### src/rtl/tetris_key_decoder_if.sv
// Command handshake bundle between the key decoder and the game logic.
// master drives cmd_valid/cmd, slave drives cmd_ready.
interface tetris_key_decoder_if;
  logic       cmd_valid;
  logic       cmd_ready;
  logic [2:0] cmd;

  modport master (
    output cmd_valid,
    output cmd,
    input  cmd_ready
  );

  modport slave (
    input  cmd_valid,
    input  cmd,
    output cmd_ready
  );
endinterface

### src/rtl/tetris_key_decoder.sv
// Set-2 scancode decoder: make/break with E0/F0 prefixes, typematic filter,
// held-key bits and a FWFT command FIFO.
// Ports: clock, resetn (sync, active low), ps2_key_pressed/ps2_key_data
// (byte strobe), cmd_if (valid/ready/cmd), cmd_count, key_held, overflow.
module tetris_key_decoder #(
  parameter int FIFO_DEPTH     = 4,
  parameter int TIMEOUT_CYCLES = 2500000
) (
  input  logic                        clock,
  input  logic                        resetn,
  input  logic                        ps2_key_pressed,
  input  logic [7:0]                  ps2_key_data,
  tetris_key_decoder_if.master        cmd_if,
  output logic [$clog2(FIFO_DEPTH):0] cmd_count,
  output logic [5:0]                  key_held,
  output logic                        overflow
);

  localparam int AW = $clog2(FIFO_DEPTH);
  localparam int CW = AW + 1;
  localparam int TW = $clog2(TIMEOUT_CYCLES + 1);

  typedef enum logic [1:0] {
    IDLE,
    EXT,
    BRK,
    EXT_BRK
  } state_e;

  state_e          state_q, state_d;
  logic [TW-1:0]   tmo_q, tmo_d;
  logic [5:0]      held_q, held_d;
  logic [2:0]      mem_q [FIFO_DEPTH];
  logic [2:0]      mem_d [FIFO_DEPTH];
  logic [AW-1:0]   wr_q, wr_d;
  logic [AW-1:0]   rd_q, rd_d;
  logic [CW-1:0]   cnt_q, cnt_d;
  logic [2:0]      cmd_q, cmd_d;
  logic            ovf_q, ovf_d;

  logic       stb;
  logic       ev_make;
  logic       ev_brk;
  logic       ev_ext;
  logic       hit;
  logic [2:0] k;
  logic       push;
  logic       pop;
  logic       full;
  logic       push_ok;

  always_comb begin
    state_d = state_q;
    tmo_d   = tmo_q;
    ev_make = 1'b0;
    ev_brk  = 1'b0;
    ev_ext  = 1'b0;
    // E1 still counts as activity for the timeout, but never moves the FSM
    stb     = ps2_key_pressed && (ps2_key_data != 8'hE1);

    if (ps2_key_pressed) begin
      tmo_d = '0;
    end else if (state_q != IDLE) begin
      if (tmo_q == TW'(TIMEOUT_CYCLES - 1)) begin
        state_d = IDLE;
        tmo_d   = '0;
      end else begin
        tmo_d = tmo_q + TW'(1);
      end
    end

    if (stb) begin
      unique case (state_q)
        IDLE: begin
          if (ps2_key_data == 8'hE0)      state_d = EXT;
          else if (ps2_key_data == 8'hF0) state_d = BRK;
          else                            ev_make = 1'b1;
        end
        EXT: begin
          if (ps2_key_data == 8'hF0) begin
            state_d = EXT_BRK;
          end else if (ps2_key_data != 8'hE0) begin
            ev_make = 1'b1;
            ev_ext  = 1'b1;
            state_d = IDLE;
          end
        end
        BRK: begin
          ev_brk  = 1'b1;
          state_d = IDLE;
        end
        EXT_BRK: begin
          ev_brk  = 1'b1;
          ev_ext  = 1'b1;
          state_d = IDLE;
        end
        default: state_d = IDLE;
      endcase
    end
  end

  always_comb begin
    hit = 1'b1;
    k   = 3'd0;
    unique case (1'b1)
      (!ev_ext && ps2_key_data == 8'h1C),
      ( ev_ext && ps2_key_data == 8'h6B): k = 3'd0;
      (!ev_ext && ps2_key_data == 8'h23),
      ( ev_ext && ps2_key_data == 8'h74): k = 3'd1;
      (!ev_ext && ps2_key_data == 8'h1D),
      ( ev_ext && ps2_key_data == 8'h75): k = 3'd2;
      (!ev_ext && ps2_key_data == 8'h1B),
      ( ev_ext && ps2_key_data == 8'h72): k = 3'd3;
      (!ev_ext && ps2_key_data == 8'h29): k = 3'd4;
      (!ev_ext && ps2_key_data == 8'h4D): k = 3'd5;
      default: hit = 1'b0;
    endcase
  end

  always_comb begin
    held_d = held_q;
    push   = 1'b0;
    if (hit && ev_make && !held_q[k]) begin
      held_d[k] = 1'b1;
      push      = 1'b1;
    end
    if (hit && ev_brk) held_d[k] = 1'b0;

    pop     = (cnt_q != '0) && cmd_if.cmd_ready;
    full    = (cnt_q == CW'(FIFO_DEPTH));
    // a simultaneous pop frees the slot, so a full FIFO still accepts
    push_ok = push && (!full || pop);
    ovf_d   = ovf_q | (push && full && !pop);

    mem_d = mem_q;
    if (push_ok) mem_d[wr_q] = k;
    wr_d  = wr_q + AW'(push_ok);
    rd_d  = rd_q + AW'(pop);
    cnt_d = cnt_q + CW'(push_ok) - CW'(pop);

    cmd_d = cmd_q;
    if (cnt_d != '0) cmd_d = mem_d[rd_d];
  end

  always_ff @(posedge clock) begin
    if (!resetn) begin
      state_q <= IDLE;
      tmo_q   <= '0;
      held_q  <= '0;
      wr_q    <= '0;
      rd_q    <= '0;
      cnt_q   <= '0;
      cmd_q   <= '0;
      ovf_q   <= 1'b0;
      for (int i = 0; i < FIFO_DEPTH; i++) mem_q[i] <= '0;
    end else begin
      state_q <= state_d;
      tmo_q   <= tmo_d;
      held_q  <= held_d;
      wr_q    <= wr_d;
      rd_q    <= rd_d;
      cnt_q   <= cnt_d;
      cmd_q   <= cmd_d;
      ovf_q   <= ovf_d;
      mem_q   <= mem_d;
    end
  end

  assign cmd_if.cmd_valid = (cnt_q != '0);
  assign cmd_if.cmd       = cmd_q;
  assign cmd_count        = cnt_q;
  assign key_held         = held_q;
  assign overflow         = ovf_q;

endmodule

### src/flat_wrapper.sv
// flat-port wrapper written by rule: the top's interface ports become plain ports
module tetris_key_decoder_flat 
#(
  parameter int FIFO_DEPTH     = 4,
  parameter int TIMEOUT_CYCLES = 2500000
)
  (clock, resetn, ps2_key_pressed, ps2_key_data, cmd_count, key_held, overflow, cmd_if_cmd_valid, cmd_if_cmd, cmd_if_cmd_ready);
  tetris_key_decoder_if cmd_if_i ();
  input  logic clock;
  input  logic resetn;
  input  logic ps2_key_pressed;
  input  logic [7:0] ps2_key_data;
  output logic [$clog2(FIFO_DEPTH):0] cmd_count;
  output logic [5:0] key_held;
  output logic overflow;
  output wire logic [$bits(cmd_if_i.cmd_valid)-1:0] cmd_if_cmd_valid;
  output wire logic [$bits(cmd_if_i.cmd)-1:0] cmd_if_cmd;
  input wire logic [$bits(cmd_if_i.cmd_ready)-1:0] cmd_if_cmd_ready;
  assign cmd_if_cmd_valid = cmd_if_i.cmd_valid;
  assign cmd_if_cmd = cmd_if_i.cmd;
  assign cmd_if_i.cmd_ready = cmd_if_cmd_ready;
  tetris_key_decoder #(.FIFO_DEPTH(FIFO_DEPTH), .TIMEOUT_CYCLES(TIMEOUT_CYCLES)) u_core (.clock(clock), .resetn(resetn), .ps2_key_pressed(ps2_key_pressed), .ps2_key_data(ps2_key_data), .cmd_if(cmd_if_i), .cmd_count(cmd_count), .key_held(key_held), .overflow(overflow));
endmodule
### config.mk
export PLATFORM = sky130hd
export DESIGN_NAME = tetris_key_decoder_flat
export DESIGN_NICKNAME = d
export VERILOG_FILES = /design/src/rtl/tetris_key_decoder_if.sv /design/src/rtl/tetris_key_decoder.sv /design/src/flat_wrapper.sv
export SDC_FILE = /design/constraint.sdc
export NUM_CORES = 1
export LEC_CHECK = 0
export ABC_AREA = 1
export CAP_MARGIN = 15
export CORE_ASPECT_RATIO = 0.9
export CORE_MARGIN = 3
export CORE_UTILIZATION = 58
export CTS_CLUSTER_SIZE = 24
export DETAILED_ROUTE_END_ITERATION = 8
export PLACE_DENSITY = 0.8
export SLEW_MARGIN = 15
export SYNTH_ARGS = -nofsm -noshare
export SYNTH_HDL_FRONTEND = slang
export SYNTH_SLANG_ARGS = --single-unit
### constraint.sdc
create_clock -name clock -period 3.6 [get_ports clock]
set_input_delay 0.72 -clock clock [delete_from_list [all_inputs] [get_ports clock]]
set_output_delay 0.72 -clock clock [all_outputs]
set_load 0.05 [all_outputs]
# Word-level counts from Yosys, hierarchy flattened
# Index checks and enable logic that the tools add are counted.
# op_classes
n_eq_ne	19
mux	36
reduce_logical	35
magnitude_cmp	5
n_addsub	5
n_bitwise	7
# op_table
cell	count
8-bit by 7-bit equality test with 1-bit output (second input constant)	5
8-bit by 5-bit equality test with 1-bit output (second input constant)	3
22-bit by 1-bit adder with 22-bit output (second input constant)	1
22-bit equality test (second input constant)	1
22-bit 2-to-1 mux	1
1-bit logical AND	20
8-bit by 6-bit equality test with 1-bit output (second input constant)	2
8-bit equality test (second input constant)	2
2-bit 2-to-1 mux	8
8-bit != test (second input constant)	2
3-bit one-hot mux with 5 select lines	1
12-bit bitwise mux	1
1-bit 2-to-1 mux	12
12-bit 2-to-1 mux	1
6-bit 2-to-1 mux	2
10-bit OR reduction	1
2-bit OR reduction	5
3-bit 2-to-1 mux	3
6-bit AND	1
3-bit binary-select mux with 2-bit select	1
3-bit demux with 2-bit select	1
3-bit >= comparator (second input constant)	2
2-bit NOT with 3-bit output	2
6-bit NOT	1
other kinds (21)	28
# word_totals
ff_bits	53
out_inout_bits	14
in_bits	12

# Logic depth before layout (Yosys ltp)
# logic_depth
ltp_word	19
depth_mapped	26

# Worst setup path after synthesis
# OpenSTA, ideal clock, no wires.
# synth_path
path_kind	in2reg
from	input ps2_key_data[3]
to	register u_core.cmd_q[0], in the netlist u_core.cmd_if.cmd[0]
t_required_ns	3.491
path_buffers	1
slack_ns	0.209
cell_stages	25
setup_time_ns	0.109
t_arrival_ns	3.282
path_cell_list	inv_2 -> nand2_4 -> nor2_2 -> nand2_1 -> nand2_2 -> nand2_4 -> nand3_1 -> nand2_4 -> inv_4 -> nand3_4 -> nand3_2 -> nand3_2 -> nor2_4 -> buf_6 -> nand2_1 -> inv_1 -> ha_1 -> inv_1 -> fa_1 -> xnor2_1 -> nand3b_1 -> o21ai_0 -> inv_1 -> nand2_1 -> inv_1
# synth_via
elab_chain_cells	19
elab_cells_between_ends	55
cone_classes	add/sub: 2; eq/ne: 14; mux: 18; reduce/logical: 21
# synth_rtl
element	line	text
start, declared	flat_wrapper.sv:12	input logic [7:0] ps2_key_data;
branches (longest 19 deep; another with 8-bit != test)	-	
end signal, assigned	tetris_key_decoder.sv:163	cmd_q <= cmd_d;
end, declared	tetris_key_decoder.sv:38	logic [2:0] cmd_q, cmd_d;
# Parallel ways; which one is timed is not known. The select of a mux whose other input is x is not followed.
# A chain may end at the register's enable or synchronous reset.

# Final worst setup path
# layout_path
from	input ps2_key_pressed
to	register u_core.cmd_q[2], in the netlist u_core.cmd_if.cmd[2]
# layout_via
elab_chain_cells	16
elab_cells_between_ends	35
cone_classes	add/sub: 2; mux: 12; reduce/logical: 21
# layout_rtl
element	line	text
start, declared	flat_wrapper.sv:11	input logic ps2_key_pressed;
1-bit logical AND *	tetris_key_decoder.sv:59	stb = ps2_key_pressed && (ps2_key_data != 8'hE1);
branches (longest 15 deep; another with 3-bit by 1-bit adder with 3-bit output)	-	
# Mark *: on every way between the ends. The select of a mux whose other input is x is not followed.

==> flow_summary.json <==
{
  "status": "completed",
  "grt_start_max_net_pins": 27,
  "io_buffer_count": 25,
  "critPathMostFrequentCell": "inv_1",
  "hold_path_class": "flip-flop to flip-flop",
  "synth_seq_cells": 53,
  "rsz0062_at_grt": "no",
  "fillCellCount": 380,
  "cts-buffers-inserted": 5,
  "num_vias": 2990,
  "synth-edff-count": 0,
  "cp_top_family": "simple AND/OR/NAND/NOR gates",
  "worstPathRequired_ps": 3820,
  "vdd_drop_max_mv": 0.411,
  "place_congestion": 0.880,
  "place_inst": 547,
  "dieHeight_um": 74.4,
  "maxCapViolations": 0,
  "cts_root_buffer": "clkbuf_8",
  "power_density_nw_per_um2": 463,
  "worst_path_largest_cell_delay_ps": 530,
  "synth_cell_type_count": 40,
  "first_iter_violations": 286,
  "synthToLayoutAreaGrowth_pct": 23.6,
  "slew_viol_final": 0,
  "h-tree-depth": 2,
  "clk_pin_slew_worst_paths_ps": 100,
  "path_buf_inv": 7,
  "cp_max_fo": 6,
  "finalWirelength_um": 6840,
  "fp-row-count": 24,
  "async_flop_share_pct": 0,
  "ys.warnings.count": 0,
  "routed_via_density": 5.36,
  "startpoint_type": "input pin",
  "ys_seq_area_share_pct": 35.2,
  "crit_arrival_ps": 3480,
  "routedWlPerCell_um": 12.3,
  "end_kind": "flip-flop",
  "hpwlAfterDp_um": 5130,
  "ant_nets": 0,
  "first_global_vias": 2719,
  "nNetsFinal": 510,
  "synth_nets": 454,
  "syn_area_per_cell_um2": 6.92,
  "antenna_found_initial": 0,
  "yosys_most_used_dff": "dfxtp_1",
  "cpMaxStageDelayCell": "fa_2",
  "grt_util_all_layers_pct": 23.2,
  "fin_cells": 558,
  "clockBufferDepth": 2,
  "hold_viol": 0,
  "start_util_pct": 61.2,
  "tns_ps": 0,
  "die_w_um": 82.0,
  "crit_type": "input pin to flip-flop",
  "drt_pass1_iterations": 5,
  "leakagePower_nw": 1.64,
  "slew_headroom_pct": 48.8,
  "worst_pin_slew_ps": 766,
  "cts_sinks": 53,
  "timing.final.crit_share_pct": 90.7,
  "path_cells": "clkdlybuf4s50_1 -> nand2_4 -> nor2_8 -> buf_6 -> nand2_4 -> nand2_2 -> inv_1 -> nand2_1 -> nand4_2 -> nor2_4 -> nand2_1 -> inv_2 -> ha_2 -> inv_1 -> fa_2 -> nand3b_1 -> o21ai_0 -> inv_1 -> nand2_1 -> inv_1",
  "drt_drc_violations_left": 0,
  "grt_pass1_wl_um": 11300,
  "die_area_um2": 6100,
  "fp.coreArea_um2": 4920,
  "ios": 26,
  "layout-drive-gt1-share_pct": 17.2,
  "syn_inst": 436,
  "n_antenna_cell": 0,
  "max_freq_mhz": 306,
  "cts_tree": "done",
  "gr-total-overflow": 0,
  "clk-insertion-delay-late_ps": 310,
  "syn-cell-area_um2": 3020,
  "clock_skew_ps": 7.36,
  "layout_min_cycle_time_ps": 3260,
  "setup_viol": 0
}
[path summary, 6_finish.rpt]
path | from | endpoint | slack [ps] | cells past startpoint
worst max-delay path | ps2_key_pressed | u_core.cmd_if.cmd[2]$_SDFFE_PN0P_ | 340 | 20
worst min-delay path | u_core.tmo_q[21]$_SDFFE_PP0N_ | u_core.tmo_q[21]$_SDFFE_PP0N_ | 470 | 2
worst max register to register | u_core.state_q[0]$_SDFF_PN0_ | u_core.cmd_if.cmd[2]$_SDFFE_PN0P_ | 880 | 19
worst min register to register | u_core.tmo_q[21]$_SDFFE_PP0N_ | u_core.tmo_q[21]$_SDFFE_PP0N_ | 470 | 2
[layer usage]
metal	part of all wire, %	track usage, %
met1	46	29.2
met2	49	41.0
met3	3.6	3.63
met4	1.2	7.01
met5	0	0
[synth_stat cells (3+ instances only)]
master,number,area share (%)
a211oi_1,6,1.5
a21oi_1,34,5.6
clkbuf_1,3,0.37
dfxtp_1,53,35
ha_1,5,2.1
inv_1,65,8.1
inv_2,4,0.50
nand2_1,74,9.2
nand2_2,9,1.9
nand2_4,6,2.2
nand3_1,38,6.3
nand3_2,3,1.0
nand3b_1,6,1.5
nand4_1,17,3.5
nor2_1,47,5.9
nor2_2,4,0.83
nor3_1,18,3.0
nor4_1,3,0.62
o21ai_0,13,2.2
xnor2_1,3,0.87
[sequential cells by signal, summed over array words and instances (netlist names), 2 cells and up]
signal and flops:
u_core.cmd_if.cmd 3, u_core.key_held 6, u_core.wr_q 2, u_core.rd_q 2, u_core.tmo_q 22, u_core.cmd_count 3
u_core.state_q 2, u_core.mem_q 12
[cells in the final DEF (no fill, tap or decap), drive strengths merged]
cell	n
nand2	90
inv	71
dfxtp	53
nor2	53
nand3	42
a21oi	34
buf	30
nor3	18
nand4	18
clkdlybuf4s50	17
o21ai	13
dlymetal6s2s	8
nand3b	6
a211oi	6
clkbuf	6
ha	5
nor4	3
xnor2	3
clkinv	2
xor2	2
o21a	2
a21boi	1
or2	1
a2bb2oi	1
nor3b	1
o211a	1
o31ai	1
a221oi	1
a31oi	1
a311oi	1
fa	1
clkinvlp	1
[area by class of cell]
class / count / area [µm²] / share of cell area [%]
Sequential cell: 53 / 1060 / 28.5
Timing Repair Buffer: 55 / 499 / 13.4
Inverter: 72 / 273 / 7.32
Tap cell: 65 / 81.3 / 2.18
Multi-Input combinational cell: 305 / 1710 / 46.0
Clock inverter: 2 / 16.3 / 0.437
Clock buffer: 6 / 82.6 / 2.22
[power breakdown]
part	switching, mW	total, mW	internal, mW
clock	0.199	0.357	0.159
combinational	0.432	0.720	0.288
sequential	0.0254	0.649	0.623
total	0.656	1.73	1.07
[worst register-to-register path, stage by stage (launching register included)]
cell and delay, ps:
dfxtp_1 360, inv_1 120, nor2_8 190, buf_6 130
nand2_4 50, nand2_2 70, inv_1 50, nand2_1 80
nand4_2 100, nor2_4 130, nand2_1 70, inv_2 60
ha_2 150, inv_1 50, fa_2 530, nand3b_1 150
o21ai_0 190, inv_1 50, nand2_1 60, inv_1 30
[through the flow]
| stage | hold slack, ps | utilization [%] | instance area (µm²) | power [mW] | setup WS [ps] |
|---|---|---|---|---|---|
| after detailed placement | 457 | 71.3 | 3510 | 1.35 | -320 |
| after global routing | 500 | 75.7 | 3730 | 1.85 | 152 |
| after CTS | 472 | 73.3 | 3610 | 1.70 | 10.0 |
| final | 469 | 75.7 | 3730 | 1.73 | 336 |
| after floorplan | 439 | - | 3020 | 1.15 | 209 |
| after global placement | 451 | 71.3 | 3510 | 1.34 | -152 |
[logic make-up (layout without fill, tap and decap cells)]
group | after synthesis | in the layout | share of synthesized area (%)
simple gates | 231 | 232 | 38.4
fa+ha+maj | 6 | 6 | 2.74
xor+xnor | 5 | 5 | 1.45
compound gates | 62 | 62 | 11.7
flops | 53 | 53 | 35.2
buf+inv | 79 | 135 | 10.5
[timing repair]
item | CTS | global route
buffers inserted | 0 | 2
endpoints found under the hold margin | 0 | 0
resized for setup | 0 | 29
pin swaps | 1 | 11
endpoints found under the setup margin | 1 | 3
hold buffers | 0 | 0
gates cloned | 0 | 1
(Power assumes the default switching activity.)
